[src/rtl/div_pkg.sv]
// Shared widths, iteration count and FSM encodings for the divider.
package div_pkg;

    localparam int DIVIDEND_W = 16;
    localparam int DIVISOR_W  = 8;
    localparam int CNT_W      = 5;
    localparam int ITER       = 16;

    localparam logic [0:0] IDLE = 1'b0;
    localparam logic [0:0] CALC = 1'b1;

endpackage

[src/rtl/divider_if.sv]
// Request/result bundle of the divider.
// div_zero exists only when DIVIDER_DIVZERO_EN is defined.
interface divider_if;
    import div_pkg::*;

    logic                  start;
    logic [DIVIDEND_W-1:0] a;
    logic [DIVISOR_W-1:0]  b;
    logic [DIVIDEND_W-1:0] quotient;
    logic [DIVISOR_W-1:0]  remainder;
    logic                  busy;
    logic                  ready;
`ifdef DIVIDER_DIVZERO_EN
    logic                  div_zero;

    modport master (
        output start, a, b,
        input  quotient, remainder, busy, ready, div_zero
    );
    modport slave (
        input  start, a, b,
        output quotient, remainder, busy, ready, div_zero
    );
`else
    modport master (
        output start, a, b,
        input  quotient, remainder, busy, ready
    );
    modport slave (
        input  start, a, b,
        output quotient, remainder, busy, ready
    );
`endif

endinterface

[src/rtl/divider_sub9.sv]
// 9-bit ripple subtractor a - b computed as a + ~b + 1.
// no_borrow_o is the final carry: high when a >= b.
module divider_sub9 (
    input  logic [8:0] a_i,
    input  logic [8:0] b_i,
    output logic [8:0] diff_o,
    output logic       no_borrow_o
);

    logic [9:0] carry;

    assign carry[0] = 1'b1;

    for (genvar i = 0; i < 9; i++) begin : g_cell
        full_summator u_fs (
            .a    (a_i[i]),
            .b    (~b_i[i]),
            .cin  (carry[i]),
            .s    (diff_o[i]),
            .cout (carry[i+1])
        );
    end

    assign no_borrow_o = carry[9];

endmodule

[src/rtl/full_summator.sv]
// One-bit full adder cell.
module full_summator (
    input  logic a,
    input  logic b,
    input  logic cin,
    output logic s,
    output logic cout
);

    assign s    = a ^ b ^ cin;
    assign cout = (a & b) | (cin & (a ^ b));

endmodule

[src/rtl/divider.sv]
// 16/8 unsigned restoring divider, one trial subtraction per clock.
// Define DIVIDER_DIVZERO_EN for a one-cycle divide-by-zero exit and div_zero flag.
module divider
    import div_pkg::*;
(
    input  logic     clock,
    input  logic     reset,
    divider_if.slave bus
);

    logic [0:0]            state_q, state_d;
    logic                  start_q;
    logic [DIVIDEND_W-1:0] dvd_q, dvd_d;
    logic [DIVISOR_W-1:0]  dsr_q, dsr_d;
    logic [DIVISOR_W:0]    rem_q, rem_d;
    logic [CNT_W-1:0]      cnt_q, cnt_d;
    logic                  ready_q, ready_d;
`ifdef DIVIDER_DIVZERO_EN
    logic                  dz_q, dz_d;
`endif

    logic               busy;
    logic               accept;
    logic [DIVISOR_W:0] trial;
    logic [DIVISOR_W:0] diff;
    logic               no_borrow;
    logic               unused_rem_msb;

    assign busy   = (state_q == CALC);
    assign accept = bus.start & ~start_q & ~busy;
    // dividend and quotient share dvd_q: MSB feeds the trial, LSB takes the bit
    assign trial  = {rem_q[DIVISOR_W-1:0], dvd_q[DIVIDEND_W-1]};

    divider_sub9 u_sub9 (
        .a_i         (trial),
        .b_i         ({1'b0, dsr_q}),
        .diff_o      (diff),
        .no_borrow_o (no_borrow)
    );

    always_comb begin
        state_d = state_q;
        dvd_d   = dvd_q;
        dsr_d   = dsr_q;
        rem_d   = rem_q;
        cnt_d   = cnt_q;
        ready_d = ready_q;
`ifdef DIVIDER_DIVZERO_EN
        dz_d    = dz_q;
`endif
        case (state_q)
            IDLE: begin
                if (accept) begin
                    dvd_d   = bus.a;
                    dsr_d   = bus.b;
                    rem_d   = '0;
                    cnt_d   = '0;
                    ready_d = 1'b0;
                    state_d = CALC;
`ifdef DIVIDER_DIVZERO_EN
                    dz_d    = (bus.b == '0);
                    if (bus.b == '0) begin
                        dvd_d   = '1;
                        rem_d   = {1'b0, bus.a[DIVISOR_W-1:0]};
                        ready_d = 1'b1;
                        state_d = IDLE;
                    end
`endif
                end
            end
            CALC: begin
                dvd_d = {dvd_q[DIVIDEND_W-2:0], no_borrow};
                rem_d = no_borrow ? diff : trial;
                cnt_d = cnt_q + CNT_W'(1);
                if (cnt_q == CNT_W'(ITER - 1)) begin
                    state_d = IDLE;
                    ready_d = 1'b1;
                end
            end
            default: state_d = IDLE;
        endcase
    end

    always_ff @(posedge clock) begin
        if (!reset) begin
            state_q <= IDLE;
            start_q <= 1'b0;
            dvd_q   <= '0;
            dsr_q   <= '0;
            rem_q   <= '0;
            cnt_q   <= '0;
            ready_q <= 1'b0;
`ifdef DIVIDER_DIVZERO_EN
            dz_q    <= 1'b0;
`endif
        end else begin
            state_q <= state_d;
            start_q <= bus.start;
            dvd_q   <= dvd_d;
            dsr_q   <= dsr_d;
            rem_q   <= rem_d;
            cnt_q   <= cnt_d;
            ready_q <= ready_d;
`ifdef DIVIDER_DIVZERO_EN
            dz_q    <= dz_d;
`endif
        end
    end

    assign unused_rem_msb = rem_q[DIVISOR_W];
    assign bus.quotient   = dvd_q;
    assign bus.remainder  = rem_q[DIVISOR_W-1:0];
    assign bus.busy       = busy;
    assign bus.ready      = ready_q;
`ifdef DIVIDER_DIVZERO_EN
    assign bus.div_zero   = dz_q;
`endif

endmodule

[src/flat_wrapper.sv]
// flat-port wrapper written by rule: the top's interface ports become plain ports
module divider_flat import div_pkg::*;
  (clock, reset, bus_start, bus_a, bus_b, bus_quotient, bus_remainder, bus_busy, bus_ready);
  divider_if bus_i ();
  input  logic clock;
  input  logic reset;
  input wire logic [$bits(bus_i.start)-1:0] bus_start;
  input wire logic [$bits(bus_i.a)-1:0] bus_a;
  input wire logic [$bits(bus_i.b)-1:0] bus_b;
  output wire logic [$bits(bus_i.quotient)-1:0] bus_quotient;
  output wire logic [$bits(bus_i.remainder)-1:0] bus_remainder;
  output wire logic [$bits(bus_i.busy)-1:0] bus_busy;
  output wire logic [$bits(bus_i.ready)-1:0] bus_ready;
  assign bus_i.start = bus_start;
  assign bus_i.a = bus_a;
  assign bus_i.b = bus_b;
  assign bus_quotient = bus_i.quotient;
  assign bus_remainder = bus_i.remainder;
  assign bus_busy = bus_i.busy;
  assign bus_ready = bus_i.ready;
  divider u_core (.clock(clock), .reset(reset), .bus(bus_i));
endmodule
[config.mk]
export PLATFORM = sky130hd
export DESIGN_NAME = divider_flat
export DESIGN_NICKNAME = d
export VERILOG_FILES = /design/src/rtl/div_pkg.sv /design/src/rtl/divider_if.sv /design/src/rtl/divider_sub9.sv /design/src/rtl/full_summator.sv /design/src/rtl/divider.sv /design/src/flat_wrapper.sv
export SDC_FILE = /design/constraint.sdc
export NUM_CORES = 1
export LEC_CHECK = 0
export ABC_AREA = 1
export BUFFER_PORTS_ARGS = -buffer_cell sky130_fd_sc_hd__buf_2
export CORE_MARGIN = 4
export CORE_UTILIZATION = 53
export CTS_CLUSTER_DIAMETER = 50
export DETAILED_ROUTE_END_ITERATION = 10
export PLACE_DENSITY = 0.81
export SKIP_LAST_GASP = 1
export SLEW_MARGIN = 25
export SYNTH_ARGS = -nofsm -noshare
export SYNTH_HDL_FRONTEND = slang
export SYNTH_HIERARCHICAL = 1
export SYNTH_SLANG_ARGS = --single-unit
[constraint.sdc]
create_clock -name clock -period 4.9 [get_ports clock]
set_input_delay 0.245 -clock clock [delete_from_list [all_inputs] [get_ports clock]]
set_output_delay 0.245 -clock clock [all_outputs]
set_load 0.01 [all_outputs]
==> results.cfg <==
[synth]
synth.most_common_cell = nand2_1
synthTopCellsByArea = dfxtp_1 38%, nand2_1 17%, a21oi_1 9.0%
synth_edf_count = 0
synth_top_cell_by_area = dfxtp_1
synth_cell_types = 21
synth_top_area_share_pct = 37.87
netlist_area_sq_um = 2115
synthTopCellsByCount = 97 x nand2_1, 40 x dfxtp_1, 38 x a21oi_1, 35 x nand3_1, 29 x inv_1
avgSynthCellArea_sq_um = 7.217
yosysSeqAreaShare_pct = 37.87
yosys_warnings = 6
synthesis.nets = 332
synthArstFlopShare_pct = 0
ys_seq_elements = 40
syn_inst = 293
synth_ff_type = dfxtp_1

[route]
wl_mm = 4.633
vias = 1937
met3_length_um = 294
highest_layer = met4
drt_iter0_drc = 131
drc = 0
wl_met1_mm = 2.062
wl_per_cell_um = 12.07
postRouteAntennaNets = 0
via_per_inst = 5.044
dr.pass1.iters = 4
met2WireLength_mm = 2.238

[floorplan]
die-width_um = 71.17
die_height_um = 71.17
initial_utilization_pct = 56.07
die-area_sq_um = 5064
boundaryPins = 53
rows = 22
core_area_sq_um = 3771

[flow_run]
cap_viol_max_count = 0

[cts]
ctsHoldBuffers = 0
cts_sinks = 40
insertion_delay_ns = 0.29
clockBufferDepth = 2
cts_max_level = 2
cts_setup_buffers = 0
cts-buffers-inserted = 5
cts-resized-gates = 0
cts.clk_slew.worst_paths_ns = 0.07
tritoncts = done
clock-root-buffer = clkbuf_8

[place]
dpl_worst_slack_ns = 0.2337
port-buffer-count = 52
dp.cells = 377
globalplace.congestion = 0.8565
dpl-instance-area_sq_um = 2335
dpl.hpwl_mm = 3.126

[timing]
hold_violations = 0
rsz0062_at_grt = no
fin_crit_ns = 4.658
min_period_over_period_pct = 95.05
fmax_mhz = 214.7
slew_headroom_pct = 40.93
tightest_slew_ns = 0.8848
setup_viol = 0
tns_ns = 0
fin_ws_ns = 0.2423
fin_worst_skew_ns = 0.007460
slew_viol_final = 0

[layout]
instances_no_fill = 384
fin_area_sq_um = 2412
antenna_cells = 0
fillers = 350
fin_nets = 375
area_delta_synth_final_pct = 14.08
multi_input_area_sq_um = 1084
drive_gt1_share_pct = 19.64
seqCellArea_sq_um = 800.8

[worst_hold_path]
min-delay-start = bus_b[3]
holdPathStages = 3
hold_end = u_core/dsr_q[3]$_SDFFE_PN0P_
hold_path.class = input port to flip-flop

[critical_path]
cp.arrival_ns = 4.80
r2r_setup_slack_ns = 0.24
r2r_end = u_core/rem_q[1]$_SDFFE_PN0P_
path_cells = inv_1 -> fa_1 -> fa_1 -> fa_1 -> fa_1 -> fa_1 -> fa_1 -> fa_1 -> fa_1 -> fa_1 -> inv_1 -> nand2_1 -> nand3_1 -> a21oi_1
startpoint_type = flip-flop
r2r-start = u_core/dsr_q[0]$_SDFFE_PN0P_
cp_slowest_cell = fa_1
critPathMostFrequentCell = fa_1
path_delay_family = adder cells
reg2reg_depth = 14
end_kind = flip-flop
cp_data_required_time_ns = 5.05
cp.buffers_inverters = 2
path_max_fanout = 10
worstSetupPathType = flip-flop to flip-flop
cp_slowest_stage_delay_ns = 0.52

[global_route]
grt_pass1_vias = 1726
antenna_found_initial = 0
grt_overflow = 0
grt_max_degree = 56
globalRouteTotalUtil_pct = 18.72
grt_pass1_wl_mm = 7.728

[status]
outcome = completed

[power]
leakage_uw = 0.001137
irDropWorstVdd_mv = 0.1688
p_per_area_nw_per_um2 = 303.9
## flip-flops by register name, indices dropped and copies added (netlist names)
| signal | flops |
|---|---|
| u_core/start_q | 1 |
| u_core/bus.quotient | 16 |
| u_core/bus.busy | 1 |
| u_core/bus.ready | 1 |
| u_core/rem_q | 8 |
| u_core/dsr_q | 8 |
| u_core/cnt_q | 5 |
## how the worst max path moves through the flow
stage                                          from                            to  slack [ns]  cells after the start
6_report               u_core/dsr_q[0]$_SDFFE_PN0P_  u_core/rem_q[1]$_SDFFE_PN0P_        0.24                     14
5_1_grt                u_core/dsr_q[0]$_SDFFE_PN0P_  u_core/rem_q[5]$_SDFFE_PN0P_       0.004                     14
4_1_cts                u_core/dsr_q[0]$_SDFFE_PN0P_  u_core/rem_q[1]$_SDFFE_PN0P_        0.24                     14
3_5_place_dp           u_core/dsr_q[0]$_SDFFE_PN0P_  u_core/rem_q[1]$_SDFFE_PN0P_        0.23                     14
3_3_place_gp   u_core/bus.quotient[15]$_SDFFE_PN0P_  u_core/rem_q[1]$_SDFFE_PN0P_        0.32                     13
2_1_floorplan  u_core/bus.quotient[15]$_SDFFE_PN0P_  u_core/rem_q[0]$_SDFFE_PN0P_        0.48                     14
## worst min-delay path: stages
cell and delay [ns]:
buf_2 0.09, nand4_1 0.08, a21oi_1 0.06
## logic make-up (layout without fill, tap and decap cells)
family,after synthesis,in the layout,share of synthesized area [%]
compound gates,41,41,9.882
other cells,2,2,0.3552
flops,40,40,37.87
buf+inv,49,92,10.89
simple gates,149,149,30.71
fa+ha+maj,12,12,10.30
## routing by layer
layer | vias up | track usage (%)
li1 | 1010 | -
met1 | 877 | 23.54
met2 | 44 | 30.71
met3 | 6 | 5.824
met4 | 0 | 5.637
met5 | - | 0
## placed cells by master, fill, tap and decap left out, drive strengths merged
master / count
nor2: 4
o21ai: 2
buf: 53
conb: 2
dfxtp: 40
fa: 9
nand4: 8
or2: 2
clkinv: 1
nand2: 99
nand3: 36
a21oi: 39
clkbuf: 6
ha: 3
inv: 32
## layout make-up
| cell class | count | share of cell area (%) |
|---|---|---|
| clock buffer | 6 | 3.008 |
| clock inverter | 1 | 0.2075 |
| inverter | 32 | 5.083 |
| multi-input combinational | 204 | 44.92 |
| sequential | 40 | 33.20 |
| tap | 48 | 2.490 |
| timing repair buffer | 53 | 11.10 |
## stage by stage
step / utilization [%] / hold slack, ns / power (uW)
after floorplan: - / 0.3426 / 493.8
after global placement: 61.91 / 0.4498 / 533.4
after detailed placement: 61.91 / 0.4564 / 537.1
final: 63.97 / 0.2269 / 733.1
after global routing: 63.97 / 0.2281 / 777.6
after CTS: 63.97 / 0.2232 / 739.6
## power by group
part | internal [uW] | leakage (uW) | total [uW] | switching (uW)
sequential | 345 | 0.000327 | 362 | 16.6
clock | 96.7 | 0.0000410 | 203 | 107
combinational | 64.3 | 0.000769 | 168 | 103
(Power assumes the default switching activity.)
